<file path="src/rtl/br_pkg.sv">
// ---------------------------------------------------------------------------
// br_pkg
// Shared types and constants for the RV32 control-transfer unit.
//   br_op_t  : 4-bit operation code presented by decode (9..15 act as NOP)
//   state_t  : redirect handshake state
//   LINK_OFS : offset from the issuing pc to the link (return) address
// Helper functions classify an op code as a jump or a conditional branch.
// ---------------------------------------------------------------------------
package br_pkg;

    typedef enum logic [3:0] {
        NOP  = 4'd0,
        JAL  = 4'd1,
        JALR = 4'd2,
        BEQ  = 4'd3,
        BNE  = 4'd4,
        BLT  = 4'd5,
        BGE  = 4'd6,
        BLTU = 4'd7,
        BGEU = 4'd8
    } br_op_t;

    typedef enum logic [0:0] {
        IDLE  = 1'b0,
        REDIR = 1'b1
    } state_t;

    localparam int LINK_OFS = 4;

    // Unconditional jumps write a link register.
    function automatic logic is_jump(input logic [3:0] op);
        logic res;
        case (op)
            JAL, JALR: res = 1'b1;
            default:   res = 1'b0;
        endcase
        return res;
    endfunction

    // The six conditional branches are the only ops that count in branch_cnt.
    function automatic logic is_cond_branch(input logic [3:0] op);
        logic res;
        case (op)
            BEQ, BNE, BLT, BGE, BLTU, BGEU: res = 1'b1;
            default:                        res = 1'b0;
        endcase
        return res;
    endfunction

endpackage

</file>
<file path="src/rtl/br_cmp.sv">
// ---------------------------------------------------------------------------
// br_cmp
// Combinational branch-condition evaluator. Kept standalone so a future
// predictor can reuse the same decision logic.
// Ports:
//   op    in  4     operation code (br_op_t encoding)
//   rs1   in  XLEN  source operand 1
//   rs2   in  XLEN  source operand 2
//   taken out 1     op transfers control (jumps always, NOP/reserved never)
// ---------------------------------------------------------------------------
module br_cmp
    import br_pkg::*;
#(
    parameter int XLEN = 32
) (
    input  logic [3:0]      op,
    input  logic [XLEN-1:0] rs1,
    input  logic [XLEN-1:0] rs2,
    output logic            taken
);

    // Decide whether the op redirects control flow.
    always_comb begin
        taken = 1'b0;
        case (op)
            JAL, JALR: taken = 1'b1;
            BEQ:       taken = (rs1 == rs2);
            BNE:       taken = (rs1 != rs2);
            BLT:       taken = ($signed(rs1) <  $signed(rs2));
            BGE:       taken = ($signed(rs1) >= $signed(rs2));
            BLTU:      taken = (rs1 <  rs2);
            BGEU:      taken = (rs1 >= rs2);
            default:   taken = 1'b0;
        endcase
    end

endmodule

</file>
<file path="src/rtl/branch_unit.sv">
// ---------------------------------------------------------------------------
// branch_unit
// RV32 control-transfer unit between decode/register-read and fetch.
// Resolves JAL, JALR and the six conditional branches, writes the link
// address, raises a misaligned-target trap, and holds a taken redirect under
// a valid/ready handshake with fetch. Saturating statistics counters track
// accepted conditional branches and redirects.
// Ports:
//   clk, nreset            clock, asynchronous active-low reset
//   ena                    gates issue acceptance only
//   issue_valid/ready      decode handshake (ready = ena && IDLE)
//   op, pc, imm, rs1, rs2  operation and operands
//   redir_valid/ready/pc   registered redirect to fetch
//   link_wr, link_data     one-cycle link write of pc+4 (jumps)
//   misalign, trap_addr    one-cycle trap pulse, held offending target
//   branch_cnt, taken_cnt  saturating statistics
// ---------------------------------------------------------------------------
module branch_unit
    import br_pkg::*;
#(
    parameter int XLEN   = 32,
    parameter int IALIGN = 32,
    parameter int CNT_W  = 16
) (
    input  logic             clk,
    input  logic             nreset,
    input  logic             ena,
    input  logic             issue_valid,
    output logic             issue_ready,
    input  logic [3:0]       op,
    input  logic [XLEN-1:0]  pc,
    input  logic [XLEN-1:0]  imm,
    input  logic [XLEN-1:0]  rs1,
    input  logic [XLEN-1:0]  rs2,
    output logic             redir_valid,
    input  logic             redir_ready,
    output logic [XLEN-1:0]  redir_pc,
    output logic             link_wr,
    output logic [XLEN-1:0]  link_data,
    output logic             misalign,
    output logic [XLEN-1:0]  trap_addr,
    output logic [CNT_W-1:0] branch_cnt,
    output logic [CNT_W-1:0] taken_cnt
);

    localparam logic [XLEN-1:0]  JALR_MASK = ~(XLEN'(1));
    localparam logic [XLEN-1:0]  LINK_INC  = XLEN'(LINK_OFS);
    localparam logic [CNT_W-1:0] CNT_MAX   = {CNT_W{1'b1}};

    // Counter increment that sticks at all-ones instead of wrapping.
    function automatic logic [CNT_W-1:0] sat_inc(input logic [CNT_W-1:0] c);
        logic [CNT_W-1:0] res;
        if (c == CNT_MAX) begin
            res = c;
        end else begin
            res = c + CNT_W'(1);
        end
        return res;
    endfunction

    // Alignment check honours compressed (16-bit) instruction support.
    function automatic logic target_misaligned(input logic [XLEN-1:0] t);
        logic res;
        if (IALIGN == 16) begin
            res = t[0];
        end else begin
            res = |t[1:0];
        end
        return res;
    endfunction

    state_t           state_r, state_nxt_s;
    logic             idle_r;
    logic [XLEN-1:0]  redir_pc_r, redir_pc_nxt_s;
    logic             link_wr_r, link_wr_nxt_s;
    logic [XLEN-1:0]  link_data_r, link_data_nxt_s;
    logic             misalign_r, misalign_nxt_s;
    logic [XLEN-1:0]  trap_addr_r, trap_addr_nxt_s;
    logic [CNT_W-1:0] branch_cnt_r, branch_cnt_nxt_s;
    logic [CNT_W-1:0] taken_cnt_r, taken_cnt_nxt_s;

    logic             accept_s;
    logic             taken_s;
    logic             mis_s;
    logic [XLEN-1:0]  target_s;

    // idle_r mirrors "state is IDLE" but stays low while in reset, so
    // issue_ready reads 0 during reset regardless of ena.
    assign issue_ready = ena & idle_r;
    assign accept_s    = issue_valid & issue_ready;

    assign redir_valid = (state_r == REDIR);
    assign redir_pc    = redir_pc_r;
    assign link_wr     = link_wr_r;
    assign link_data   = link_data_r;
    assign misalign    = misalign_r;
    assign trap_addr   = trap_addr_r;
    assign branch_cnt  = branch_cnt_r;
    assign taken_cnt   = taken_cnt_r;

    br_cmp #(
        .XLEN (XLEN)
    ) u_cmp (
        .op    (op),
        .rs1   (rs1),
        .rs2   (rs2),
        .taken (taken_s)
    );

    // Target adder: JALR is register-relative with bit 0 forced low.
    always_comb begin
        target_s = pc + imm;
        if (op == JALR) begin
            target_s = (rs1 + imm) & JALR_MASK;
        end else begin
            target_s = pc + imm;
        end
    end

    assign mis_s = taken_s & target_misaligned(target_s);

    // Next-state and next-output logic for the redirect handshake.
    always_comb begin
        state_nxt_s      = state_r;
        redir_pc_nxt_s   = redir_pc_r;
        link_wr_nxt_s    = 1'b0;
        link_data_nxt_s  = link_data_r;
        misalign_nxt_s   = 1'b0;
        trap_addr_nxt_s  = trap_addr_r;
        branch_cnt_nxt_s = branch_cnt_r;
        taken_cnt_nxt_s  = taken_cnt_r;
        case (state_r)
            IDLE: begin
                if (accept_s) begin
                    if (is_jump(op)) begin
                        link_wr_nxt_s   = 1'b1;
                        link_data_nxt_s = pc + LINK_INC;
                    end else begin
                        link_wr_nxt_s   = 1'b0;
                    end
                    if (is_cond_branch(op)) begin
                        branch_cnt_nxt_s = sat_inc(branch_cnt_r);
                    end else begin
                        branch_cnt_nxt_s = branch_cnt_r;
                    end
                    // A misaligned target traps instead of redirecting.
                    if (taken_s && !mis_s) begin
                        state_nxt_s     = REDIR;
                        redir_pc_nxt_s  = target_s;
                        taken_cnt_nxt_s = sat_inc(taken_cnt_r);
                    end else if (mis_s) begin
                        misalign_nxt_s  = 1'b1;
                        trap_addr_nxt_s = target_s;
                    end else begin
                        state_nxt_s     = IDLE;
                    end
                end else begin
                    state_nxt_s = IDLE;
                end
            end
            REDIR: begin
                // Fetch handshake completes independently of ena.
                if (redir_ready) begin
                    state_nxt_s = IDLE;
                end else begin
                    state_nxt_s = REDIR;
                end
            end
            default: begin
                state_nxt_s = IDLE;
            end
        endcase
    end

    // State and output registers.
    always_ff @(posedge clk or negedge nreset) begin
        if (!nreset) begin
            state_r      <= IDLE;
            idle_r       <= 1'b0;
            redir_pc_r   <= {XLEN{1'b0}};
            link_wr_r    <= 1'b0;
            link_data_r  <= {XLEN{1'b0}};
            misalign_r   <= 1'b0;
            trap_addr_r  <= {XLEN{1'b0}};
            branch_cnt_r <= {CNT_W{1'b0}};
            taken_cnt_r  <= {CNT_W{1'b0}};
        end else begin
            state_r      <= state_nxt_s;
            idle_r       <= (state_nxt_s == IDLE);
            redir_pc_r   <= redir_pc_nxt_s;
            link_wr_r    <= link_wr_nxt_s;
            link_data_r  <= link_data_nxt_s;
            misalign_r   <= misalign_nxt_s;
            trap_addr_r  <= trap_addr_nxt_s;
            branch_cnt_r <= branch_cnt_nxt_s;
            taken_cnt_r  <= taken_cnt_nxt_s;
        end
    end

endmodule
</file>
<file path="config.mk">
export PLATFORM = sky130hd
export DESIGN_NAME = branch_unit
export DESIGN_NICKNAME = d
export VERILOG_FILES = /design/src/rtl/br_pkg.sv /design/src/rtl/br_cmp.sv /design/src/rtl/branch_unit.sv
export SDC_FILE = /design/constraint.sdc
export NUM_CORES = 1
export LEC_CHECK = 0
export ABC_CLOCK_PERIOD_IN_PS = 2400
export CAP_MARGIN = 5
export CORE_ASPECT_RATIO = 2
export CORE_MARGIN = 3
export CORE_UTILIZATION = 50
export DETAILED_ROUTE_END_ITERATION = 12
export GPL_TIMING_DRIVEN = 0
export PLACE_DENSITY = 0.82
export SKIP_CTS_REPAIR_TIMING = 1
export SLEW_MARGIN = 20
export SYNTH_ARGS = -nofsm -noshare
export SYNTH_HDL_FRONTEND = slang
export SYNTH_SLANG_ARGS = --single-unit
</file>
<file path="constraint.sdc">
create_clock -name clk -period 2.4 [get_ports clk]
set_input_delay 0.48 -clock clk [delete_from_list [all_inputs] [get_ports clk]]
set_output_delay 0.48 -clock clk [all_outputs]
set_load 0.005 [all_outputs]
</file>
==> results.sh <==
export IMPL_max_slew_worst_pin_slew_ps=784
export IMPL_clk_path_buf_depth=2
export IMPL_irDropWorstVdd_uv=500
export IMPL_clkTransAtPathRegs_ps=70
export IMPL_max_cap_violations=0
export IMPL_cp_end_kind="flop"
export IMPL_syn_area_um2=10200
export IMPL_cts_made_buffers=17
export IMPL_finalWirelength_um=38000
export IMPL_synth_top_area_cell="dfrtp_1"
export IMPL_final_util_pct=74.3
export IMPL_dr_pass1_iters=5
export IMPL_ys_seq_area_share_pct=32.5
export IMPL_rsz0062_at_grt="yes"
export IMPL_die_w_um=107
export IMPL_num_vias=10275
export IMPL_place_area_um2=13600
export IMPL_cellLeakagePower_nw=6.74
export IMPL_fin_crit_sh_pct=137
export IMPL_io_pins=269
export IMPL_required_ps=2750
export IMPL_layout_setup_ws_ps=-889
export IMPL_clk_latency_ps=450
export IMPL_setup_violations_final=94
export IMPL_fin_cells=1750
export IMPL_route_detailed_drc=0
export IMPL_synth_top_cell_area_share_pct=32.5
export IMPL_synth_main_ff_cell="dfrtp_1"
export IMPL_drt_wirelength_per_cell_um=21.7
export IMPL_grt_pass1_vias=10645
export IMPL_async_flop_share_pct=100
export IMPL_maxSlewViolCount=0
export IMPL_grt_pass1_wl_um=56200
export IMPL_cts_sinks=132
export IMPL_worstPathArrival_ps=3640
export IMPL_syn_inst=1171
export IMPL_drive_gt1_share_pct=14.1
export IMPL_relSlewSlack_pct=47.5
export IMPL_dr_first_iter_drc_count=507
export IMPL_yosysMostFrequentCell="dfrtp_1"
export IMPL_synth_common_cells="132 x dfrtp_1, 131 x nor2_1, 105 x nand2_1, 96 x ha_1, 83 x a21oi_1"
export IMPL_finalPower_mw=10.1
export IMPL_area_growth_syn_to_layout_pct=45.6
export IMPL_root_buffer="clkbuf_16"
export IMPL_track_usage_pct=33.3
export IMPL_hold_path_class="in -> async"
export IMPL_final_hold_viol_count=17
export IMPL_h_tree_depth=4
export IMPL_violations="hold timing, setup timing"
export IMPL_die_area_um2=22200
export IMPL_place_gp_congestion=1.02
export IMPL_dpl_hpwl_um=29900
export IMPL_power_per_cell_area_nw_per_um2=686
export IMPL_cp_max_fo=4
export IMPL_synth_warning_count=0
export IMPL_start_kind="input port"
export IMPL_num_rows=73
export IMPL_synth_edf_count=0
export IMPL_r2r_setup_slack_ps=-150
export IMPL_grt_max_degree=69
export IMPL_period_minus_slack_ps=3290
export IMPL_gr_total_overflow=0
export IMPL_nets=1708
export IMPL_start_util_pct=51.0
export IMPL_cts_tree="done"
export IMPL_status="finished, violations left"
export IMPL_coreArea_um2=19900
export IMPL_synth_nets=1406
export IMPL_skew_ps=14.7
export IMPL_dp_cells=1701
export IMPL_antenna_found_initial=2
export IMPL_port_buffer_count=267
export IMPL_viasPerCell=5.87
export IMPL_fmax_mhz=304
export IMPL_ys_types=69
export IMPL_fin_hold_ws_ps=-29.4
export IMPL_post_route_cell_area_um2=14800
export IMPL_die_h_um=208
export IMPL_crit_type="in -> reg"
export IMPL_synth_seq_cells=132
export IMPL_ant_nets=0
export IMPL_synth_area_top_cells="dfrtp_1 33%, ha_1 12%, nor2_1 4.8%"
export IMPL_syn_avg_cell_area_um2=8.67
where the power goes:
part           internal, mW  switching [mW]
clock                  1.60            1.10
combinational          2.32            1.85
sequential             2.86           0.428
metrics by stage:
stage / setup slack (ps) / TNS [ps]
finish: -889 / -61840
global placement: -4370 / -725440
floorplan: -575 / -37530
detailed placement: -1680 / -154220
global route: -1020 / -71680
CTS: -1310 / -106840
critical path, cell delays in order:
cell	delay, ps
clkdlybuf4s50_1	470
ha_1	370
nand4_1	130
a21boi_0	360
o211ai_1	250
a41oi_2	350
a2111oi_4	130
o31ai_1	420
mux2i_1	290
a21oi_1	120
o31ai_1	250
area by class of cell:
| cell class | instances | area [um2] |
|---|---|---|
| sequential | 132 | 3300 |
| timing repair buffer | 283 | 2920 |
| clock inverter | 12 | 143 |
| fill | 1486 | 5120 |
| multi-input combinational | 946 | 7180 |
| inverter | 63 | 251 |
| antenna | 2 | 5.00 |
| tap | 262 | 328 |
| buffer | 30 | 204 |
| clock buffer | 20 | 457 |
cells by family after synthesis:
logic type	Yosys count	share of synthesized area, %
AOI/OAI and AO/OA	276	17.2
xor gates and xnor gates	106	9.14
adders and majority gates	98	12.2
buffers and inverters	93	3.50
DFF	132	32.5
muxes	55	5.94
and+or+nand+nor	411	19.5
registers in the layout, indices dropped and copies added, names as in the netlist:
| register | count |
|---|---|
| redir_pc | 32 |
| redir_valid | 1 |
| idle_r | 1 |
| link_data | 32 |
| trap_addr | 32 |
| link_wr | 1 |
| taken_cnt | 16 |
| misalign | 1 |
| branch_cnt | 16 |
routing by layer:
metal	up-vias	track usage (%)	routed length, um
li1	4793	-	-
met1	4882	30.4	12300
met2	420	61.3	20200
met3	180	5.01	1560
met4	0	29.8	3970
met5	-	0	0
worst paths after layout:
check / start / endpoint / cells past startpoint
worst max-delay path: imm[2] / trap_addr[31] / 11
worst min-delay path: nreset / taken_cnt[7] / 1
worst max register to register: taken_cnt[7] / taken_cnt[1] / 7
worst min register to register: link_data[7] / link_data[7] / 2
max in group asynchronous: nreset / link_data[15] / 2
min in group clk: link_data[7] / link_data[7] / 2
placed cells by master (no fill, tap or decap), types with 42 or more instances in the layout:
master,n
o21ai_0,60
inv_1,45
a21oi_1,78
xor2_1,56
ha_1,75
xnor2_1,50
nand2_1,105
nor2_1,119
nand3_1,42
clkdlybuf4s50_1,230
dfrtp_1,132
(Power assumes the default switching activity.)
